--- config.mk ---
export PLATFORM = sky130hd
export DESIGN_NAME = des_out_serializer
export DESIGN_NICKNAME = d
export VERILOG_FILES = /design/src/rtl/des_out_serializer.sv
export SDC_FILE = /design/constraint.sdc
export NUM_CORES = 1
export LEC_CHECK = 0
export ABC_AREA = 1
export CELL_PAD_IN_SITES_DETAIL_PLACEMENT = 0
export CELL_PAD_IN_SITES_GLOBAL_PLACEMENT = 1
export CORE_AREA = 2 2 179 181
export DETAILED_ROUTE_END_ITERATION = 10
export DIE_AREA = 0 0 181 183
export PLACE_DENSITY = 0.82
export SYNTH_ARGS = -nofsm -noshare
export SYNTH_HDL_FRONTEND = slang
export SYNTH_SLANG_ARGS = --single-unit
--- constraint.sdc ---
create_clock -name clk -period 4 [get_ports clk]
set_input_delay 1.2 -clock clk [delete_from_list [all_inputs] [get_ports clk]]
set_output_delay 1.2 -clock clk [all_outputs]
set_load 0.02 [all_outputs]
--- src/rtl/des_out_serializer.sv ---
// DES output serializer: buffers 64-bit result words in a small FIFO and streams them MSB-first
// as OUT_WIDTH chunks over valid/ready. Optional even-parity output guarded by SER_PARITY_EN.
module des_out_serializer #(
  parameter int DATA_WIDTH = 64,
  parameter int OUT_WIDTH  = 8,
  parameter int DEPTH_LOG2 = 2
) (
  input  logic                  clk,
  input  logic                  rst_n,
  input  logic [DATA_WIDTH-1:0] i_data,
  input  logic                  i_valid,
  output logic [OUT_WIDTH-1:0]  o_chunk,
  output logic                  o_chunk_valid,
  input  logic                  i_chunk_ready,
  output logic                  o_last,
  output logic                  o_full,
  output logic                  o_empty,
  output logic                  o_overflow,
`ifdef SER_PARITY_EN
  output logic                  o_parity,
`endif
  input  logic                  i_clr_ovf
);

  localparam int NCHUNK = DATA_WIDTH / OUT_WIDTH;
  localparam int IDX_W  = (NCHUNK > 1) ? $clog2(NCHUNK) : 1;
  localparam int DEPTH  = 1 << DEPTH_LOG2;
  localparam logic [IDX_W-1:0]      LAST_IDX  = IDX_W'(NCHUNK - 1);
  localparam logic [DEPTH_LOG2:0]   DEPTH_CNT = {1'b1, {DEPTH_LOG2{1'b0}}};

  typedef enum logic {IDLE, SEND} state_t;

  function automatic logic [OUT_WIDTH-1:0] top_chunk(input logic [DATA_WIDTH-1:0] w);
    return w[DATA_WIDTH-1 -: OUT_WIDTH];
  endfunction

`ifdef SER_PARITY_EN
  function automatic logic even_parity(input logic [OUT_WIDTH-1:0] c);
    return ^c;
  endfunction
`endif

  logic [DATA_WIDTH-1:0] mem [DEPTH];
  logic [DEPTH_LOG2-1:0] wr_ptr, rd_ptr;
  logic [DEPTH_LOG2:0]   count, count_nxt;

  state_t                state;
  logic [DATA_WIDTH-1:0] shift_q;
  logic [IDX_W-1:0]      idx_q;
  logic                  vld_q;
  logic                  last_q;
  logic                  ovf_q;
`ifdef SER_PARITY_EN
  logic                  parity_q;
`endif

  logic                  xfer, pop, push, fifo_has_data;
  logic [DATA_WIDTH-1:0] head, shifted;
  logic [IDX_W-1:0]      idx_nxt;

  // Handshake / FIFO control decode
  always_comb begin
    fifo_has_data = (count != '0);
    xfer          = vld_q && i_chunk_ready;
    // A pop refills the shift register: from idle, or on the last-chunk handshake
    pop           = fifo_has_data && ((state == IDLE) || (xfer && last_q));
    // Full FIFO still takes a word when the head leaves on the same edge
    push          = i_valid && ((count != DEPTH_CNT) || pop);
    head          = mem[rd_ptr];
    shifted       = shift_q << OUT_WIDTH;
    idx_nxt       = idx_q + IDX_W'(1);
    unique case ({push, pop})
      2'b10:   count_nxt = count + (DEPTH_LOG2+1)'(1);
      2'b01:   count_nxt = count - (DEPTH_LOG2+1)'(1);
      default: count_nxt = count;
    endcase
  end

  // FIFO storage: data only, never reset
  always_ff @(posedge clk) begin
    if (push) mem[wr_ptr] <= i_data;
  end

  // FIFO pointers, occupancy and sticky overflow
  always_ff @(posedge clk or negedge rst_n) begin
    if (!rst_n) begin
      wr_ptr <= '0;
      rd_ptr <= '0;
      count  <= '0;
      ovf_q  <= 1'b0;
    end else begin
      if (push) wr_ptr <= wr_ptr + DEPTH_LOG2'(1);
      if (pop)  rd_ptr <= rd_ptr + DEPTH_LOG2'(1);
      count <= count_nxt;
      if (i_valid && !push)
        ovf_q <= 1'b1;
      else if (i_clr_ovf)
        ovf_q <= 1'b0;
    end
  end

  // Serializer FSM: shift register, chunk index and registered chunk outputs
  always_ff @(posedge clk or negedge rst_n) begin
    if (!rst_n) begin
      state    <= IDLE;
      shift_q  <= '0;
      idx_q    <= '0;
      vld_q    <= 1'b0;
      last_q   <= 1'b0;
`ifdef SER_PARITY_EN
      parity_q <= 1'b0;
`endif
    end else begin
      unique case (state)
        IDLE: begin
          if (pop) begin
            state    <= SEND;
            shift_q  <= head;
            idx_q    <= '0;
            vld_q    <= 1'b1;
            last_q   <= (LAST_IDX == '0);
`ifdef SER_PARITY_EN
            parity_q <= even_parity(top_chunk(head));
`endif
          end
        end
        SEND: begin
          if (xfer) begin
            if (!last_q) begin
              shift_q  <= shifted;
              idx_q    <= idx_nxt;
              last_q   <= (idx_nxt == LAST_IDX);
`ifdef SER_PARITY_EN
              parity_q <= even_parity(top_chunk(shifted));
`endif
            end else if (pop) begin
              // Next word follows immediately with no bubble
              shift_q  <= head;
              idx_q    <= '0;
              last_q   <= (LAST_IDX == '0);
`ifdef SER_PARITY_EN
              parity_q <= even_parity(top_chunk(head));
`endif
            end else begin
              state    <= IDLE;
              vld_q    <= 1'b0;
              last_q   <= 1'b0;
            end
          end
        end
        default: begin
          state  <= IDLE;
          vld_q  <= 1'b0;
          last_q <= 1'b0;
        end
      endcase
    end
  end

  assign o_chunk       = top_chunk(shift_q);
  assign o_chunk_valid = vld_q;
  assign o_last        = last_q;
  assign o_full        = (count == DEPTH_CNT);
  assign o_empty       = (count == '0) && (state == IDLE);
  assign o_overflow    = ovf_q;
`ifdef SER_PARITY_EN
  assign o_parity      = parity_q;
`endif

endmodule

==> flow_metrics.env <==
export IMPL_run_status="completed"
export IMPL_slew_hr_pct=30.2
export IMPL_critPathSlowestCell="sky130_fd_sc_hd__clkdlybuf4s50_1"
export IMPL_internal_power_mw=6.63
export IMPL_tritoncts="done"
export IMPL_startpoint="count[1]"
export IMPL_wl_um=29400
export IMPL_min_delay_worst_type="reg -> reg"
export IMPL_power_switching_mw=2.08
export IMPL_clock_sinks=334
export IMPL_worstSetupPathType="reg -> out"
export IMPL_setup_viol_count_final=0
export IMPL_ioPinCount=82
export IMPL_fill_cells=2735
export IMPL_synth_ff_type="sky130_fd_sc_hd__edfxtp_1"
export IMPL_setup_total_negative_slack_ns=0
export IMPL_die_w_um=181
export IMPL_dp_cells=1541
export IMPL_synthToLayoutAreaGrowth_pct=18.1
export IMPL_max_slew_worst_pin_slew_ns=1.05
export IMPL_crit_arrival_ns=1.98
export IMPL_finalHoldViolCount=0
export IMPL_viasPerCell=5.29
export IMPL_gpl_final_weighted_congestion=0.807
export IMPL_r2r_start="rd_ptr[0]"
export IMPL_insertedDiodeCount=0
export IMPL_cts_root_buffer_cell="sky130_fd_sc_hd__clkbuf_16"
export IMPL_grt_remaining_overflow=0
export IMPL_power_sequential_fraction_pct=51.1
export IMPL_synth_top_cells_by_area="sky130_fd_sc_hd__edfxtp_1 58%, sky130_fd_sc_hd__dfrtp_1 15%, sky130_fd_sc_hd__o21ai_0 6.0%, sky130_fd_sc_hd__nor2_1 5.8%, sky130_fd_sc_hd__o22ai_1 3.0%"
export IMPL_postSynthCellCount=1112
export IMPL_first_global_vias=8361
export IMPL_ir_worst_vdd_mv=0.394
export IMPL_crit_path_cell_trace="inv_1 -> nand3_2 -> nor2_1 -> clkdlybuf4s50_1"
export IMPL_rsz0062_at_grt="no"
export IMPL_synth_warnings=0
export IMPL_start_util_pct=42.6
export IMPL_final_min_clock_period_ns=3.18
export IMPL_biggest_cell_delay_along_the_critical_path_ns=0.63
export IMPL_fp_dieH_um=183
export IMPL_rows=65
export IMPL_synth_area_per_inst_um2=12.0
export IMPL_grt_antenna_before_repair=0
export IMPL_multi_input_area_um2=3030
export IMPL_number_of_levels_the_h_tree_was_split_into=2
export IMPL_clk_transition_reported_paths_ns=0.06
export IMPL_cts_made_buffers=36
export IMPL_post_synthesis_async_set_or_reset_flop_share_pct=23.4
export IMPL_mappedNetlistNets=1188
export IMPL_ant_nets=0
export IMPL_timing_clock_skew_ns=0.0219
export IMPL_synth_sequential_area_ratio_pct=72.5
export IMPL_max_cap_viol_count=0
export IMPL_post_cts_setup_buffer_count=0
export IMPL_switching_share_pct=23.9
export IMPL_final_non_filler_cell_total=1606
export IMPL_area_of_the_die_um2=33100
export IMPL_power_density_cell_area_nw_per_um2=555
export IMPL_timing_critical_path_to_type="output port"
export IMPL_wire_length_of_the_first_global_routing_pass_um=46000
export IMPL_timing_final_crit_share_pct=79.4
export IMPL_layout_drive_gt1_share_pct=7.81
export IMPL_grt_max_degree=88
export IMPL_cp_max_fo=6
export IMPL_regArea_um2=9640
export IMPL_post_cts_resized_instances=0
export IMPL_post_synth_top_count_cell="sky130_fd_sc_hd__edfxtp_1"
export IMPL_required_ns=2.80
export IMPL_synth_top_cell_by_area="sky130_fd_sc_hd__edfxtp_1"
export IMPL_comb_power_share_pct=9.9
export IMPL_routedWlPerCell_um=18.3
export IMPL_nets=1253
export IMPL_grt_use_total_pct=17.9
export IMPL_initialDrtViolationCount=819
export IMPL_clock_power_share_pct=39.0
export IMPL_post_route_drc_count=0
export IMPL_synth_top_area_share_pct=57.8
export IMPL_post_syn_area_um2=13300
export IMPL_max_freq_ghz=0.315
export IMPL_num_vias=8498
export IMPL_ys_types=30
export IMPL_core_area_um2=31200
export IMPL_timing_hold_worst_start="shift_q[1]"
export IMPL_worst_skew_pair_late_latency_ns=0.53
export IMPL_synth_edf_count=256
export IMPL_cts_path_max_buffers=3
export IMPL_hpwl_um=17000
export IMPL_number_of_iterations_in_the_first_detailed_routing_pass=7
export IMPL_hold_worst_slack_ns=0.483
export IMPL_netlist_top_cells_count="256 x sky130_fd_sc_hd__edfxtp_1, 207 x sky130_fd_sc_hd__nor2_1, 159 x sky130_fd_sc_hd__o21ai_0"
export IMPL_final_core_utilization_pct=50.3
export IMPL_port_buffer_count=81
export IMPL_maxSlewViolCount=0
export IMPL_synth_seq_cells=334
export IMPL_crit_path_start_kind="register"
export IMPL_static_leak_nw=5.88
export IMPL_holdBufCountCts=0
## stage by stage
step	cell area (um^2)	power (mW)	worst slack (ns)
CTS	15700	8.80	0.826
global route	15700	9.05	0.693
floorplan	13300	4.97	-0.679
global placement	14500	5.36	0.869
detailed placement	14500	5.39	0.860
finish	15700	8.71	0.825
## routing by layer
metal  wire [um]  part of all wire (%)  global-route usage, %  vias up
met2       14000                    48                   29.9      231
met3        1500                   5.1                   2.56       47
met4         636                   2.2                   5.20        0
met1       13200                    45                   24.5     4200
li1            -                     -                      -     4020
met5           0                     0                      0        -
## cell usage in the layout (no fill, tap or decap), types with 2 or more instances in the layout
cell	instances
sky130_fd_sc_hd__o22ai_1	64
sky130_fd_sc_hd__clkbuf_16	40
sky130_fd_sc_hd__clkinv_4	2
sky130_fd_sc_hd__a22oi_1	7
sky130_fd_sc_hd__edfxtp_1	256
sky130_fd_sc_hd__xor2_1	4
sky130_fd_sc_hd__inv_2	4
sky130_fd_sc_hd__nor2_1	203
sky130_fd_sc_hd__nand3_1	31
sky130_fd_sc_hd__clkdlybuf4s50_1	80
sky130_fd_sc_hd__nand2_2	4
sky130_fd_sc_hd__clkbuf_1	6
sky130_fd_sc_hd__nor2_4	5
sky130_fd_sc_hd__buf_12	6
sky130_fd_sc_hd__clkinv_2	7
sky130_fd_sc_hd__buf_4	12
sky130_fd_sc_hd__inv_1	66
sky130_fd_sc_hd__a21oi_1	31
sky130_fd_sc_hd__clkinvlp_4	2
sky130_fd_sc_hd__dfrtp_1	76
sky130_fd_sc_hd__o21ai_1	9
sky130_fd_sc_hd__inv_6	2
sky130_fd_sc_hd__o21ai_0	159
sky130_fd_sc_hd__nand2_1	103
sky130_fd_sc_hd__bufinv_16	3
sky130_fd_sc_hd__ha_1	6
sky130_fd_sc_hd__nand4_1	2
sky130_fd_sc_hd__clkinv_1	3
## worst paths after layout
check / endpoint / slack [ns] / cells after the start
setup / recovery: o_empty / 0.82 / 4
hold / removal: shift_q[1] / 0.48 / 2
setup reg to reg: shift_q[49] / 1.51 / 6
hold reg to reg: shift_q[1] / 0.48 / 2
max in group asynchronous: rd_ptr[0] / 2.35 / 1
min in group asynchronous: state / 0.85 / 1
## critical path: cells and delay by family (launching register included)
kind	cells	cell delay, ns
AND/OR/NAND/NOR	2	0.34
buffers and inverters	2	0.77
flip-flops	1	0.36
## sequential cells by signal, summed over array words and instances, names as in the netlist
| name | cells |
|---|---|
| rd_ptr | 2 |
| o_last | 1 |
| o_chunk_valid | 1 |
| idx_q | 3 |
| shift_q | 64 |
| count | 3 |
| o_overflow | 1 |
| mem | 256 |
| wr_ptr | 2 |
| state | 1 |
## layout make-up
class                           instances  share of cell area, %
Timing Repair Buffer                   98                   6.44
Clock buffer                           47                   6.61
Inverter                               72                   1.73
Clock inverter                         18                   1.32
Multi-Input combinational cell        635                   19.3
Tap cell                              402                   3.20
Sequential cell                       334                   61.4
## cell families after synthesis
kind of cell | share of synthesized area [%]
compound gates | 11.1
xor+xnor | 0.263
fa+ha+maj | 0.715
buf+inv | 4.96
flops | 72.5
simple gates | 10.5
## power by group through the flow
stage / logic (mW) / registers, mW / clock network (mW)
6_report: 0.864 / 4.45 / 3.40
5_1_grt: 0.942 / 4.49 / 3.62
4_1_cts: 0.881 / 4.45 / 3.47
3_5_place_dp: 0.876 / 4.52 / 0
3_3_place_gp: 0.858 / 4.50 / 0
2_1_floorplan: 0.420 / 4.55 / 0
Power figures use the tool's default switching activity.
